--- src/rtl/muldiv_iter_pkg.sv ---
// Shared definitions for the iterative RV32M multiply/divide unit.
// XLEN/RLEN defaults mirror the register-file width (XBUS) and index width (R_MSB+1).
package muldiv_iter_pkg;

    localparam int unsigned MULDIV_XLEN = 32;
    localparam int unsigned MULDIV_RLEN = 5;

    typedef enum logic [2:0] {
        MULDIV_MUL    = 3'd0,
        MULDIV_MULH   = 3'd1,
        MULDIV_MULHSU = 3'd2,
        MULDIV_MULHU  = 3'd3,
        MULDIV_DIV    = 3'd4,
        MULDIV_DIVU   = 3'd5,
        MULDIV_REM    = 3'd6,
        MULDIV_REMU   = 3'd7
    } muldiv_op_e;

    typedef enum logic [1:0] {
        ST_IDLE = 2'd0,
        ST_CALC = 2'd1,
        ST_FIX  = 2'd2,
        ST_WB   = 2'd3
    } muldiv_state_e;

    function automatic logic op_is_div(input muldiv_op_e op);
        return op inside {MULDIV_DIV, MULDIV_DIVU, MULDIV_REM, MULDIV_REMU};
    endfunction

endpackage

--- src/rtl/muldiv_iter_if.sv ---
// Issue/write-back bundle between the pipeline and the multiply/divide unit.
interface muldiv_iter_if #(
    parameter int unsigned XLEN = muldiv_iter_pkg::MULDIV_XLEN,
    parameter int unsigned RLEN = muldiv_iter_pkg::MULDIV_RLEN
);
    logic            start;
    logic [2:0]      op;
    logic [XLEN-1:0] a;
    logic [XLEN-1:0] b;
    logic [RLEN-1:0] rd;
    logic            kill;
    logic            ready;
    logic            busy;
    logic [RLEN-1:0] busy_rd;
    logic            wr_en;
    logic [RLEN-1:0] wr_addr;
    logic [XLEN-1:0] wr_data;

    modport master (
        output start, op, a, b, rd, kill,
        input  ready, busy, busy_rd, wr_en, wr_addr, wr_data
    );

    modport slave (
        input  start, op, a, b, rd, kill,
        output ready, busy, busy_rd, wr_en, wr_addr, wr_data
    );
endinterface

--- src/rtl/muldiv_iter_core.sv ---
// One-bit-per-cycle datapath: shift-add multiply / restoring divide over a shared hi:lo pair.
// hi:lo is the product after XLEN steps; for divide lo is the quotient and hi the remainder.
module muldiv_iter_core
    import muldiv_iter_pkg::*;
#(
    parameter int unsigned XLEN = MULDIV_XLEN
) (
    input  logic            clk,
    input  logic            rst_n,
    input  logic            load,
    input  logic            step,
    input  logic            is_div,
    input  logic [XLEN-1:0] a_mag,
    input  logic [XLEN-1:0] b_mag,
    output logic [XLEN-1:0] hi,
    output logic [XLEN-1:0] lo,
    output logic            cnt_zero_c
);

    localparam int unsigned CW = $clog2(XLEN);

    logic [CW-1:0]   cnt;
    logic [XLEN-1:0] opb;
    logic [XLEN-1:0] addend;
    logic [XLEN:0]   mul_sum;
    logic [XLEN:0]   rem_sh;
    logic [XLEN:0]   rem_diff;
    logic [XLEN-1:0] hi_d;
    logic [XLEN-1:0] lo_d;

    assign cnt_zero_c = (cnt == '0);

    // Next hi:lo for one step; the borrow bit of rem_diff decides restore vs. keep.
    always_comb begin
        addend   = lo[0] ? opb : '0;
        mul_sum  = {1'b0, hi} + {1'b0, addend};
        rem_sh   = {hi, lo[XLEN-1]};
        rem_diff = rem_sh - {1'b0, opb};
        hi_d     = hi;
        lo_d     = lo;
        if (is_div) begin
            if (!rem_diff[XLEN]) begin
                hi_d = rem_diff[XLEN-1:0];
                lo_d = {lo[XLEN-2:0], 1'b1};
            end else begin
                hi_d = rem_sh[XLEN-1:0];
                lo_d = {lo[XLEN-2:0], 1'b0};
            end
        end else begin
            {hi_d, lo_d} = {mul_sum, lo[XLEN-1:1]};
        end
    end

    always_ff @(posedge clk or negedge rst_n) begin
        if (!rst_n) begin
            cnt <= '0;
            opb <= '0;
            hi  <= '0;
            lo  <= '0;
        end else if (load) begin
            cnt <= CW'(XLEN - 1);
            opb <= b_mag;
            hi  <= '0;
            lo  <= a_mag;
        end else if (step) begin
            cnt <= cnt - CW'(1);
            hi  <= hi_d;
            lo  <= lo_d;
        end
    end

endmodule

--- src/rtl/muldiv_iter.sv ---
// Iterative RV32M multiply/divide unit with register-file shaped write-back.
// Define MULDIV_EARLY_OUT_EN to let special cases and rd=0 skip the CALC phase.
module muldiv_iter
    import muldiv_iter_pkg::*;
#(
    parameter int unsigned XLEN = MULDIV_XLEN,
    parameter int unsigned RLEN = MULDIV_RLEN
) (
    input  logic         clk,
    input  logic         rst_n,
    muldiv_iter_if.slave bus
);

    localparam logic [XLEN-1:0] XMIN = {1'b1, {(XLEN-1){1'b0}}};

    muldiv_state_e   state, state_d;
    muldiv_op_e      op_in, op_q;
    logic            accept, early, core_done;
    logic            a_neg, b_neg, a_sgn, b_sgn, neg_in;
    logic [XLEN-1:0] a_mag, b_mag;
    logic            div_zero, div_ovf, mul_zero, spec_vld_in;
    logic [XLEN-1:0] spec_res_in;
    logic [RLEN-1:0] rd_q;
    logic            neg_q, spec_vld_q;
    logic [XLEN-1:0] spec_res_q, res_q, fix_res;
    logic [XLEN-1:0] core_hi, core_lo;
    logic [2*XLEN-1:0] prod, prod_fix;
    logic            ready_d, busy_d, wr_en_d;
    logic [RLEN-1:0] busy_rd_d, wr_addr_d;
    logic [XLEN-1:0] wr_data_d;

    assign op_in  = muldiv_op_e'(bus.op);
    assign accept = (state == ST_IDLE) && bus.start && !bus.kill;

    // Operand magnitudes, result sign and special-case results evaluated at accept.
    always_comb begin
        a_neg = bus.a[XLEN-1];
        b_neg = bus.b[XLEN-1];
        a_sgn = op_in inside {MULDIV_MULH, MULDIV_MULHSU, MULDIV_DIV, MULDIV_REM};
        b_sgn = op_in inside {MULDIV_MULH, MULDIV_DIV, MULDIV_REM};
        a_mag = (a_sgn && a_neg) ? -bus.a : bus.a;
        b_mag = (b_sgn && b_neg) ? -bus.b : bus.b;
        case (op_in)
            MULDIV_MULH, MULDIV_DIV:   neg_in = a_neg ^ b_neg;
            MULDIV_MULHSU, MULDIV_REM: neg_in = a_neg;
            default:                   neg_in = 1'b0;
        endcase
        div_zero    = op_is_div(op_in) && (bus.b == '0);
        div_ovf     = (op_in inside {MULDIV_DIV, MULDIV_REM}) && (bus.a == XMIN) && (bus.b == '1);
        mul_zero    = !op_is_div(op_in) && ((bus.a == '0) || (bus.b == '0));
        spec_vld_in = div_zero || div_ovf || mul_zero;
        spec_res_in = '0;
        if (div_zero) begin
            spec_res_in = bus.op[1] ? bus.a : '1;
        end else if (div_ovf) begin
            spec_res_in = bus.op[1] ? '0 : XMIN;
        end
`ifdef MULDIV_EARLY_OUT_EN
        early = spec_vld_in || (bus.rd == '0);
`else
        early = 1'b0;
`endif
    end

    always_ff @(posedge clk or negedge rst_n) begin
        if (!rst_n) begin
            op_q       <= MULDIV_MUL;
            rd_q       <= '0;
            neg_q      <= 1'b0;
            spec_vld_q <= 1'b0;
            spec_res_q <= '0;
        end else if (accept) begin
            op_q       <= op_in;
            rd_q       <= bus.rd;
            neg_q      <= neg_in;
            spec_vld_q <= spec_vld_in;
            spec_res_q <= spec_res_in;
        end
    end

    muldiv_iter_core #(.XLEN(XLEN)) u_core (
        .clk        (clk),
        .rst_n      (rst_n),
        .load       (accept),
        .step       (state == ST_CALC),
        .is_div     (op_is_div(op_q)),
        .a_mag      (a_mag),
        .b_mag      (b_mag),
        .hi         (core_hi),
        .lo         (core_lo),
        .cnt_zero_c (core_done)
    );

    // Sign fix-up and result selection; the product is negated as a whole before taking a half.
    always_comb begin
        prod     = {core_hi, core_lo};
        prod_fix = neg_q ? -prod : prod;
        case (op_q)
            MULDIV_MUL:                              fix_res = prod_fix[XLEN-1:0];
            MULDIV_MULH, MULDIV_MULHSU, MULDIV_MULHU: fix_res = prod_fix[2*XLEN-1:XLEN];
            MULDIV_DIV, MULDIV_DIVU:                 fix_res = neg_q ? -core_lo : core_lo;
            default:                                 fix_res = neg_q ? -core_hi : core_hi;
        endcase
        if (spec_vld_q) begin
            fix_res = spec_res_q;
        end
    end

    always_ff @(posedge clk or negedge rst_n) begin
        if (!rst_n) begin
            res_q <= '0;
        end else if (state == ST_FIX) begin
            res_q <= fix_res;
        end
    end

    always_ff @(posedge clk or negedge rst_n) begin
        if (!rst_n) begin
            state <= ST_IDLE;
        end else begin
            state <= state_d;
        end
    end

    // kill overrides every transition, including the WB exit.
    always_comb begin
        state_d = state;
        case (state)
            ST_IDLE: if (accept) state_d = early ? ST_FIX : ST_CALC;
            ST_CALC: if (core_done) state_d = ST_FIX;
            ST_FIX:  state_d = ST_WB;
            ST_WB:   state_d = ST_IDLE;
            default: state_d = ST_IDLE;
        endcase
        if (bus.kill) begin
            state_d = ST_IDLE;
        end
    end

    always_comb begin
        ready_d   = (state_d == ST_IDLE);
        busy_d    = (state_d != ST_IDLE);
        busy_rd_d = '0;
        if (state_d != ST_IDLE) begin
            busy_rd_d = (state == ST_IDLE) ? bus.rd : rd_q;
        end
        wr_en_d   = (state == ST_WB) && !bus.kill && (rd_q != '0);
        wr_addr_d = wr_en_d ? rd_q  : bus.wr_addr;
        wr_data_d = wr_en_d ? res_q : bus.wr_data;
    end

    always_ff @(posedge clk or negedge rst_n) begin
        if (!rst_n) begin
            bus.ready   <= 1'b1;
            bus.busy    <= 1'b0;
            bus.busy_rd <= '0;
            bus.wr_en   <= 1'b0;
            bus.wr_addr <= '0;
            bus.wr_data <= '0;
        end else begin
            bus.ready   <= ready_d;
            bus.busy    <= busy_d;
            bus.busy_rd <= busy_rd_d;
            bus.wr_en   <= wr_en_d;
            bus.wr_addr <= wr_addr_d;
            bus.wr_data <= wr_data_d;
        end
    end

endmodule
--- src/flat_wrapper.sv ---
// flat-port wrapper written by rule: the top's interface ports become plain ports
module muldiv_iter_flat import muldiv_iter_pkg::*;
#(
    parameter int unsigned XLEN = MULDIV_XLEN,
    parameter int unsigned RLEN = MULDIV_RLEN
)
  (clk, rst_n, bus_start, bus_op, bus_a, bus_b, bus_rd, bus_kill, bus_ready, bus_busy, bus_busy_rd, bus_wr_en, bus_wr_addr, bus_wr_data);
  muldiv_iter_if #(.XLEN(XLEN), .RLEN(RLEN)) bus_i ();
  input  logic clk;
  input  logic rst_n;
  input wire logic [$bits(bus_i.start)-1:0] bus_start;
  input wire logic [$bits(bus_i.op)-1:0] bus_op;
  input wire logic [$bits(bus_i.a)-1:0] bus_a;
  input wire logic [$bits(bus_i.b)-1:0] bus_b;
  input wire logic [$bits(bus_i.rd)-1:0] bus_rd;
  input wire logic [$bits(bus_i.kill)-1:0] bus_kill;
  output wire logic [$bits(bus_i.ready)-1:0] bus_ready;
  output wire logic [$bits(bus_i.busy)-1:0] bus_busy;
  output wire logic [$bits(bus_i.busy_rd)-1:0] bus_busy_rd;
  output wire logic [$bits(bus_i.wr_en)-1:0] bus_wr_en;
  output wire logic [$bits(bus_i.wr_addr)-1:0] bus_wr_addr;
  output wire logic [$bits(bus_i.wr_data)-1:0] bus_wr_data;
  assign bus_i.start = bus_start;
  assign bus_i.op = bus_op;
  assign bus_i.a = bus_a;
  assign bus_i.b = bus_b;
  assign bus_i.rd = bus_rd;
  assign bus_i.kill = bus_kill;
  assign bus_ready = bus_i.ready;
  assign bus_busy = bus_i.busy;
  assign bus_busy_rd = bus_i.busy_rd;
  assign bus_wr_en = bus_i.wr_en;
  assign bus_wr_addr = bus_i.wr_addr;
  assign bus_wr_data = bus_i.wr_data;
  muldiv_iter #(.XLEN(XLEN), .RLEN(RLEN)) u_core (.clk(clk), .rst_n(rst_n), .bus(bus_i));
endmodule
--- config.mk ---
export PLATFORM = sky130hd
export DESIGN_NAME = muldiv_iter_flat
export DESIGN_NICKNAME = d
export VERILOG_FILES = /design/src/rtl/muldiv_iter_pkg.sv /design/src/rtl/muldiv_iter_if.sv /design/src/rtl/muldiv_iter_core.sv /design/src/rtl/muldiv_iter.sv /design/src/flat_wrapper.sv
export SDC_FILE = /design/constraint.sdc
export NUM_CORES = 1
export LEC_CHECK = 0
export BUFFER_PORTS_ARGS = -buffer_cell sky130_fd_sc_hd__buf_2
export CORE_AREA = 2 2 212 214
export CTS_CLUSTER_SIZE = 24
export DETAILED_ROUTE_END_ITERATION = 10
export DIE_AREA = 0 0 214 216
export HOLD_SLACK_MARGIN = 0.05
export PLACE_DENSITY = 0.55
export SYNTH_ARGS = -nofsm -noshare
export SYNTH_HDL_FRONTEND = slang
export SYNTH_SLANG_ARGS = --single-unit
--- constraint.sdc ---
create_clock -name clk -period 4.7 [get_ports clk]
set_input_delay 0.235 -clock clk [delete_from_list [all_inputs] [get_ports clk]]
set_output_delay 0.235 -clock clk [all_outputs]
set_load 0.05 [all_outputs]
# [Yosys cells after proc, flatten, opt, wreduce, memory -nomap -nowiden]
# Index checks and enable logic that the tools add are counted.
# W data, S select, Z words.
[totals] reg_bits=222 word_cells=106 inputBits=76
[op_classes] add_sub_neg=8 n_eq_ne=18 bitwise_logic=1 reduce_logical=33 mux=29
[ops] operator="$mux W32" n=17
[ops] operator="$neg A32 Y32" n=4
[ops] operator="$pmux W32 S3" n=1
[ops] operator="$eq A32 B32 Y1 const B" n=2
[ops] operator="$logic_not A32 Y1" n=2
[ops] operator="$mux W64" n=1
[ops] operator="$neg A64 Y64" n=1
[ops] operator="$add A32 B32 Y33" n=1
[ops] operator="$sub A33 B32 Y33" n=1
[ops] operator="$eq A3 B3 Y1 const B" n=8
[ops] operator="$mux W5" n=4
[ops] operator="$reduce_bool A4 Y1" n=3
[ops] operator="$logic_and A1 B1 Y1" n=10
[ops] operator="$eq A3 B2 Y1 const B" n=3
[ops] operator="$pmux W2 S4" n=1
[ops] operator="$eq A3 B1 Y1 const B" n=2
[ops] operator="$mux W2" n=3
[ops] operator="$reduce_bool A2 Y1" n=3
[ops] operator="$reduce_or A2 Y1" n=3
[ops] operator="$logic_not A5 Y1" n=1
[ops] operator="$reduce_bool A5 Y1" n=1
[ops] operator="$sub A5 B1 Y5 const B" n=1
[ops] operator="$eq A2 B2 Y1 const B" n=2
[ops] operator="$logic_not A2 Y1" n=2
[ops] operator="other kinds (9)" n=12

# [Longest topological paths before layout]
[logic_depth] ltp_word=8 mapped_depth=14 mapped_depth_nobuf=13

# [Hierarchy]
# A second synthesis with hierarchy kept.
[hier_totals] hier_cells=2268 hier_area_um2=17844.6
[modules_own_cells] mod="muldiv_iter" instances=1 area_each_um2=9238.9 cells_each=1216
[modules_own_cells] mod="muldiv_iter_core" instances=1 area_each_um2=8605.8 cells_each=1052

# [Worst setup path after synthesis]
# No wires, ideal clock.
[synth_timing] path_kind="reg-to-reg" startpoint="register u_core.u_core.lo[0]" endpoint="register u_core.u_core.hi[27]" arrival_ns=3.181 t_required_ns=4.606 path_slack_ns=1.425 setup_time_ns=0.094 stages_incl_launch_ff=13 path_cell_list="dfrtp_1 -> inv_1 -> clkbuf_1 -> nor2_1 -> ha_1 -> a211o_1 -> o311a_1 -> a31oi_1 -> a211oi_1 -> a311oi_1 -> o21ai_0 -> xnor2_1 -> a211oi_1"
[synth_between] elab_chain_cells=5
[synth_lines] element="start: declaration" line="muldiv_iter_core.sv:16" text="output logic [XLEN-1:0] lo,"
[synth_lines] element="start signal: assignment" line="muldiv_iter_core.sv:64" text="lo <= a_mag;"
[synth_lines] element="start signal: assignment" line="muldiv_iter_core.sv:68" text="lo <= lo_d;"
[synth_lines] element="$mux W32" line="muldiv_iter_core.sv:35" text="addend = lo[0] ? opb : '0;"
[synth_lines] element="$add A32 B32 Y33" line="muldiv_iter_core.sv:36" text="mul_sum = {1'b0, hi} + {1'b0, addend};"
[synth_lines] element="$mux W32" line="muldiv_iter_core.sv:41" text="if (is_div) begin"
[synth_lines] element="$mux W32" line="muldiv_iter_core.sv:65" text="end else if (step) begin"
[synth_lines] element="$mux W32" line="muldiv_iter_core.sv:60" text="end else if (load) begin"
[synth_lines] element="end signal: assignment" line="muldiv_iter_core.sv:67" text="hi <= hi_d;"
[synth_lines] element="end: declaration" line="muldiv_iter_core.sv:15" text="output logic [XLEN-1:0] hi,"
# Every way passes these cells. The select of a mux whose other input is x is not followed.
# A chain may end at the register's enable or synchronous reset.

# [Final worst setup path]
[layout_timing] startpoint="register u_core.u_core.hi[6]" endpoint="register u_core.u_core.hi[21]"
[layout_between] elab_chain_cells=5 word_cells_on_any_way=6 cone_classes="2 x add/sub; 4 x mux"
[layout_lines] element="$sub A33 B32 Y33" line="muldiv_iter_core.sv:38" text="rem_diff = rem_sh - {1'b0, opb};"
[layout_lines] element="$mux W32" line="muldiv_iter_core.sv:42" text="if (!rem_diff[XLEN]) begin"
[layout_lines] element="$mux W32 *" line="muldiv_iter_core.sv:41"
[layout_lines] element="$mux W32 *" line="muldiv_iter_core.sv:65"
[layout_lines] element="$mux W32 *" line="muldiv_iter_core.sv:60"
# Every way passes the cells marked *; elsewhere a longest branch is shown, timed or not. The select of a mux whose other input is x is not followed.

==> report_table.html <==
<table>
<tr><th>Metric</th><th>Value</th></tr>
<tr><th colspan="2">Outcome</th></tr>
<tr><td>Run status</td><td>finished, final reports clean</td></tr>
<tr><th colspan="2">Routing</th></tr>
<tr><td>Violation count after the first detailed-route iteration</td><td>around 1,500</td></tr>
<tr><td>Detailed-route wire length per cell</td><td>20.8 um</td></tr>
<tr><td>Number of remaining DRC errors</td><td>0</td></tr>
<tr><td>Number of detailed-route iterations in the first pass</td><td>7</td></tr>
<tr><td>Count of vias placed by the detailed router</td><td>about 17,000</td></tr>
<tr><td>Antenna viol nets, final</td><td>0</td></tr>
<tr><td>Detailed-route vias per instance</td><td>between 5 and 6</td></tr>
<tr><td>Final routed wirelength across all metal layers</td><td>about 60,000 um</td></tr>
<tr><th colspan="2">Global route</th></tr>
<tr><td>Largest net degree at the start of global routing</td><td>114</td></tr>
<tr><td>Vias in the first global route</td><td>16,000</td></tr>
<tr><td>Global-route wire length before repair</td><td>roughly 94,000 um</td></tr>
<tr><td>Overall overflow remaining after global route</td><td>0</td></tr>
<tr><td>Antenna violations before repair</td><td>1</td></tr>
<tr><td>Total GRT Usage</td><td>between 20 and 30%</td></tr>
<tr><th colspan="2">Placement</th></tr>
<tr><td>Pre-CTS worst setup slack</td><td>0.611 ns</td></tr>
<tr><td>Routability congestion estimate from global placement</td><td>0.973</td></tr>
<tr><td>Number of placed instances with taps included</td><td>~2,800</td></tr>
<tr><td>Port bufs</td><td>between 100 and 150</td></tr>
<tr><td>Half-perimeter wire length of the detailed placement result</td><td>about 45,000 um</td></tr>
<tr><th colspan="2">Timing</th></tr>
<tr><td>Slew at the pin closest to its max-slew limit</td><td>~1.2 ns</td></tr>
<tr><td>Smallest hold slack</td><td>roughly 0.073 ns</td></tr>
<tr><td>RSZ-0062 raised after global routing</td><td>false</td></tr>
<tr><td>Max-slew violation total from the final report</td><td>0</td></tr>
<tr><td>Slack of the critical path</td><td>0.568 ns</td></tr>
<tr><td>Setup-violating endpoint count in the final report</td><td>0</td></tr>
<tr><td>Highest attainable clock frequency</td><td>0.242 GHz</td></tr>
<tr><td>Rel. slew slack</td><td>slightly above 20%</td></tr>
<tr><td>Final setup TNS</td><td>0 ns</td></tr>
<tr><td>Post-route clock skew</td><td>approximately 0.021 ns</td></tr>
<tr><td>Min Tclk post-route</td><td>about 4.1 ns</td></tr>
<tr><td>Final Hold Vio Count</td><td>0</td></tr>
<tr><td>Period utilization</td><td>87.9%</td></tr>
<tr><th colspan="2">Final layout</th></tr>
<tr><td>Ratio of cells with drive above 1 in the final layout</td><td>approximately a tenth</td></tr>
<tr><td>Layout Area Growth over Synthesis</td><td>17.2%</td></tr>
<tr><td>Number of diodes</td><td>0</td></tr>
<tr><td>Non-Filler Instances</td><td>2,901</td></tr>
<tr><td>Fill cell instance count of the final layout</td><td>roughly 4,400</td></tr>
<tr><td>Net total in the final layout</td><td>2,435</td></tr>
<tr><th colspan="2">Clock network</th></tr>
<tr><td>Clock Sink Count</td><td>between 200 and 250</td></tr>
<tr><td>Clock buffer count from CTS</td><td>28</td></tr>
<tr><td>H-tree levels</td><td>1</td></tr>
<tr><td>Number of resized instances in the post-cts repair step</td><td>0</td></tr>
<tr><td>Clock Tree Root</td><td>clkbuf_16</td></tr>
<tr><td>Clock Pin Slew Worst Setup and Hold Paths</td><td>0.06 ns</td></tr>
<tr><td>CTS tree</td><td>done</td></tr>
<tr><td>Clk Latency, worst-skew pair</td><td>between 0.5 and 0.6 ns</td></tr>
<tr><td>Deepest clock path buffer count</td><td>3</td></tr>
<tr><th colspan="2">Power</th></tr>
<tr><td>Leakage</td><td>0.00899 uW</td></tr>
<tr><td>Power density cells</td><td>533 nW/um^2</td></tr>
<tr><td>Worst voltage drop across the vdd grid</td><td>0.000295 V</td></tr>
<tr><th colspan="2">Die</th></tr>
<tr><td>Area of the core</td><td>approximately 44,000 um^2</td></tr>
<tr><td>Count of standard-cell rows</td><td>77</td></tr>
<tr><td>Die Span X</td><td>approximately 210 um</td></tr>
<tr><td>Effective utilization at floorplan</td><td>approximately 39%</td></tr>
<tr><td># IOs</td><td>121</td></tr>
<tr><td>Die H</td><td>roughly 220 um</td></tr>
<tr><td>Die area</td><td>46,200 um^2</td></tr>
<tr><th colspan="2">Synthesis</th></tr>
<tr><td>Synth async-reset ratio</td><td>100%</td></tr>
<tr><td>Main synth FF type</td><td>dfrtp_1</td></tr>
<tr><td>Per-instance average area after synthesis</td><td>around 8 um^2</td></tr>
<tr><td>Ys Warns</td><td>0</td></tr>
<tr><td>Combined area of all synthesized cells</td><td>between 15,000 and 20,000 um^2</td></tr>
<tr><td>Number of register bits inferred by synthesis</td><td>approximately 220</td></tr>
<tr><td>Sequential share of the synthesized area</td><td>about a third</td></tr>
<tr><td>Number of synthesized flops with an enable pin</td><td>0</td></tr>
<tr><td>Top cells by area, synth</td><td>dfrtp_1 (33%), nand2_1 (8.6%), o21ai_0 (7.0%)</td></tr>
<tr><td>Biggest area consumer among synthesized cells</td><td>dfrtp_1</td></tr>
<tr><td>Area share of the leading cell type in the synthesized netlist</td><td>32.6%</td></tr>
<tr><td>Netlist cell types</td><td>76</td></tr>
<tr><td>Number of instances in the synthesized netlist</td><td>2,168</td></tr>
<tr><td>Post-synthesis net count</td><td>about 2,300</td></tr>
<tr><th colspan="2">Setup path</th></tr>
<tr><td>Startpoint Class</td><td>flop</td></tr>
<tr><td>Arrival time reported for the critical path endpoint</td><td>about 4.6 ns</td></tr>
<tr><td>Start-to-end type of the worst setup path</td><td>flop to flop</td></tr>
<tr><td>Data required time at the worst endpoint</td><td>roughly 5.2 ns</td></tr>
<tr><td>Worst Path Max Fanout</td><td>12</td></tr>
<tr><td>CP Capture Type</td><td>flop</td></tr>
<tr><td>Slack of the worst reg-to-reg path</td><td>about 0.57 ns</td></tr>
<tr><th colspan="2">Min path</th></tr>
<tr><td>Worst Hold Class</td><td>input pin to flop</td></tr>
<tr><th colspan="2">Job</th></tr>
<tr><td>Max capacitance violation total</td><td>0</td></tr>
</table>
synthesized netlist by cell type, types with 6 or more instances:
master / number
nand2_1: 391
o21ai_0: 237
dfrtp_1: 221
a21oi_1: 151
nor2_1: 124
clkbuf_1: 117
xnor2_1: 95
inv_1: 78
xor2_1: 76
ha_1: 70
o211ai_1: 49
nand3_1: 47
mux2i_1: 46
nor3_1: 38
a21o_1: 33
o31ai_1: 26
nand4_1: 24
or3_1: 20
a211oi_1: 18
nand2b_1: 18
or4_1: 17
and3_1: 16
a22oi_1: 15
a31oi_1: 15
nor4_1: 15
o221ai_1: 15
buf_1: 12
nor2b_1: 12
o21a_1: 12
o41ai_1: 12
o21ai_1: 11
o22ai_1: 11
a221oi_1: 10
and2_1: 10
a311oi_1: 8
nor3b_1: 6
report_power, final:
group	total, uW	leakage [uW]	switching (uW)	internal (uW)
clock	2510	0.000529	922	1590
combinational	5360	0.00559	3270	2090
sequential	2740	0.00287	542	2200
total	10600	0.00899	4730	5880
critical path, cell delays in order, from the launching register on:
cell and delay, ns:
dfrtp_1 0.60, ha_1 0.37, a21oi_1 0.22, nand2_1 0.06, o21ai_0 0.46, a21oi_1 0.16, buf_4 0.19, a221o_1 0.40
or4_1 0.68, nand2_1 0.51, o211ai_1 0.17, a32o_1 0.22
logic make-up after synthesis:
kind of cell | share of synthesized area (%)
xor+xnor | 8.82
fa+ha+maj | 5.39
mux | 2.71
compound gates | 24.8
flops | 32.7
buf+inv | 4.93
simple gates | 20.7
flip-flops by register name (all words and copies together) (netlist names), 2 cells and up:
register,flops
u_core.bus.busy_rd,5
u_core.u_core.cnt,5
u_core.res_q,32
u_core.rd_q,5
u_core.u_core.opb,32
u_core.spec_res_q,32
u_core.u_core.lo,32
u_core.bus.wr_data,32
u_core.op_q,3
u_core.state,2
u_core.u_core.hi,32
u_core.bus.wr_addr,5
metal layers:
metal | global-route usage, % | wire length, um | vias to the layer above
met2 | 38.7 | 25800 | 658
li1 | - | - | 7995
met5 | 0 | 11 | -
met1 | 38.0 | 28500 | 8057
met4 | 7.53 | 1700 | 2
met3 | 3.61 | 4420 | 111
per-stage QoR:
stage | instance area, um^2 | total power [uW] | util (%)
finish | 19900 | 10600 | 45.4
global route | 19900 | 11300 | 45.4
CTS | 19900 | 10600 | 45.4
detailed placement | 18200 | 7960 | 41.4
global placement | 18200 | 7910 | 41.4
floorplan | 17000 | 6280 | -
repair_timing:
action                                 4_1_cts  5_1_grt
endpoints found under the hold margin      206        0
hold buffers                                66        0
setup buffers                                0        0
cells in the final DEF, fill, tap and decap left out, types with 46 or more instances in the layout:
master / instances
o211ai_1: 49
mux2i_1: 46
xnor2_1: 95
nor2_1: 123
ha_1: 70
xor2_1: 76
nand2_1: 391
a21oi_1: 150
inv_1: 78
dfrtp_1: 219
buf_2: 119
nand3_1: 47
dlygate4sd3_1: 66
o21ai_0: 234
path summary, 6_finish.rpt:
kind,startpoint,cells past startpoint,end
max in group asynchronous,rst_n,3,u_core.u_core.cnt[1]
min in group asynchronous,rst_n,2,u_core.u_core.hi[23]
setup reg to reg,u_core.u_core.hi[6],11,u_core.u_core.hi[21]
hold reg to reg,u_core.spec_res_q[1],2,u_core.spec_res_q[1]
setup / recovery,u_core.u_core.hi[6],11,u_core.u_core.hi[21]
hold / removal,bus_b[5],3,u_core.u_core.opb[5]
layout make-up:
cell class / instances / area [um^2] / share of cell area, %
Inverter: 78 / 293 / 1.47
Clock inverter: 14 / 277 / 1.39
Sequential cell: 222 / 5560 / 27.9
Tap cell: 592 / 741 / 3.72
Multi-Input combinational cell: 1730 / 10600 / 53.3
Clock buffer: 38 / 808 / 4.06
Timing Repair Buffer: 227 / 1620 / 8.12
Note: power is estimated with default switching activity, not from simulation.
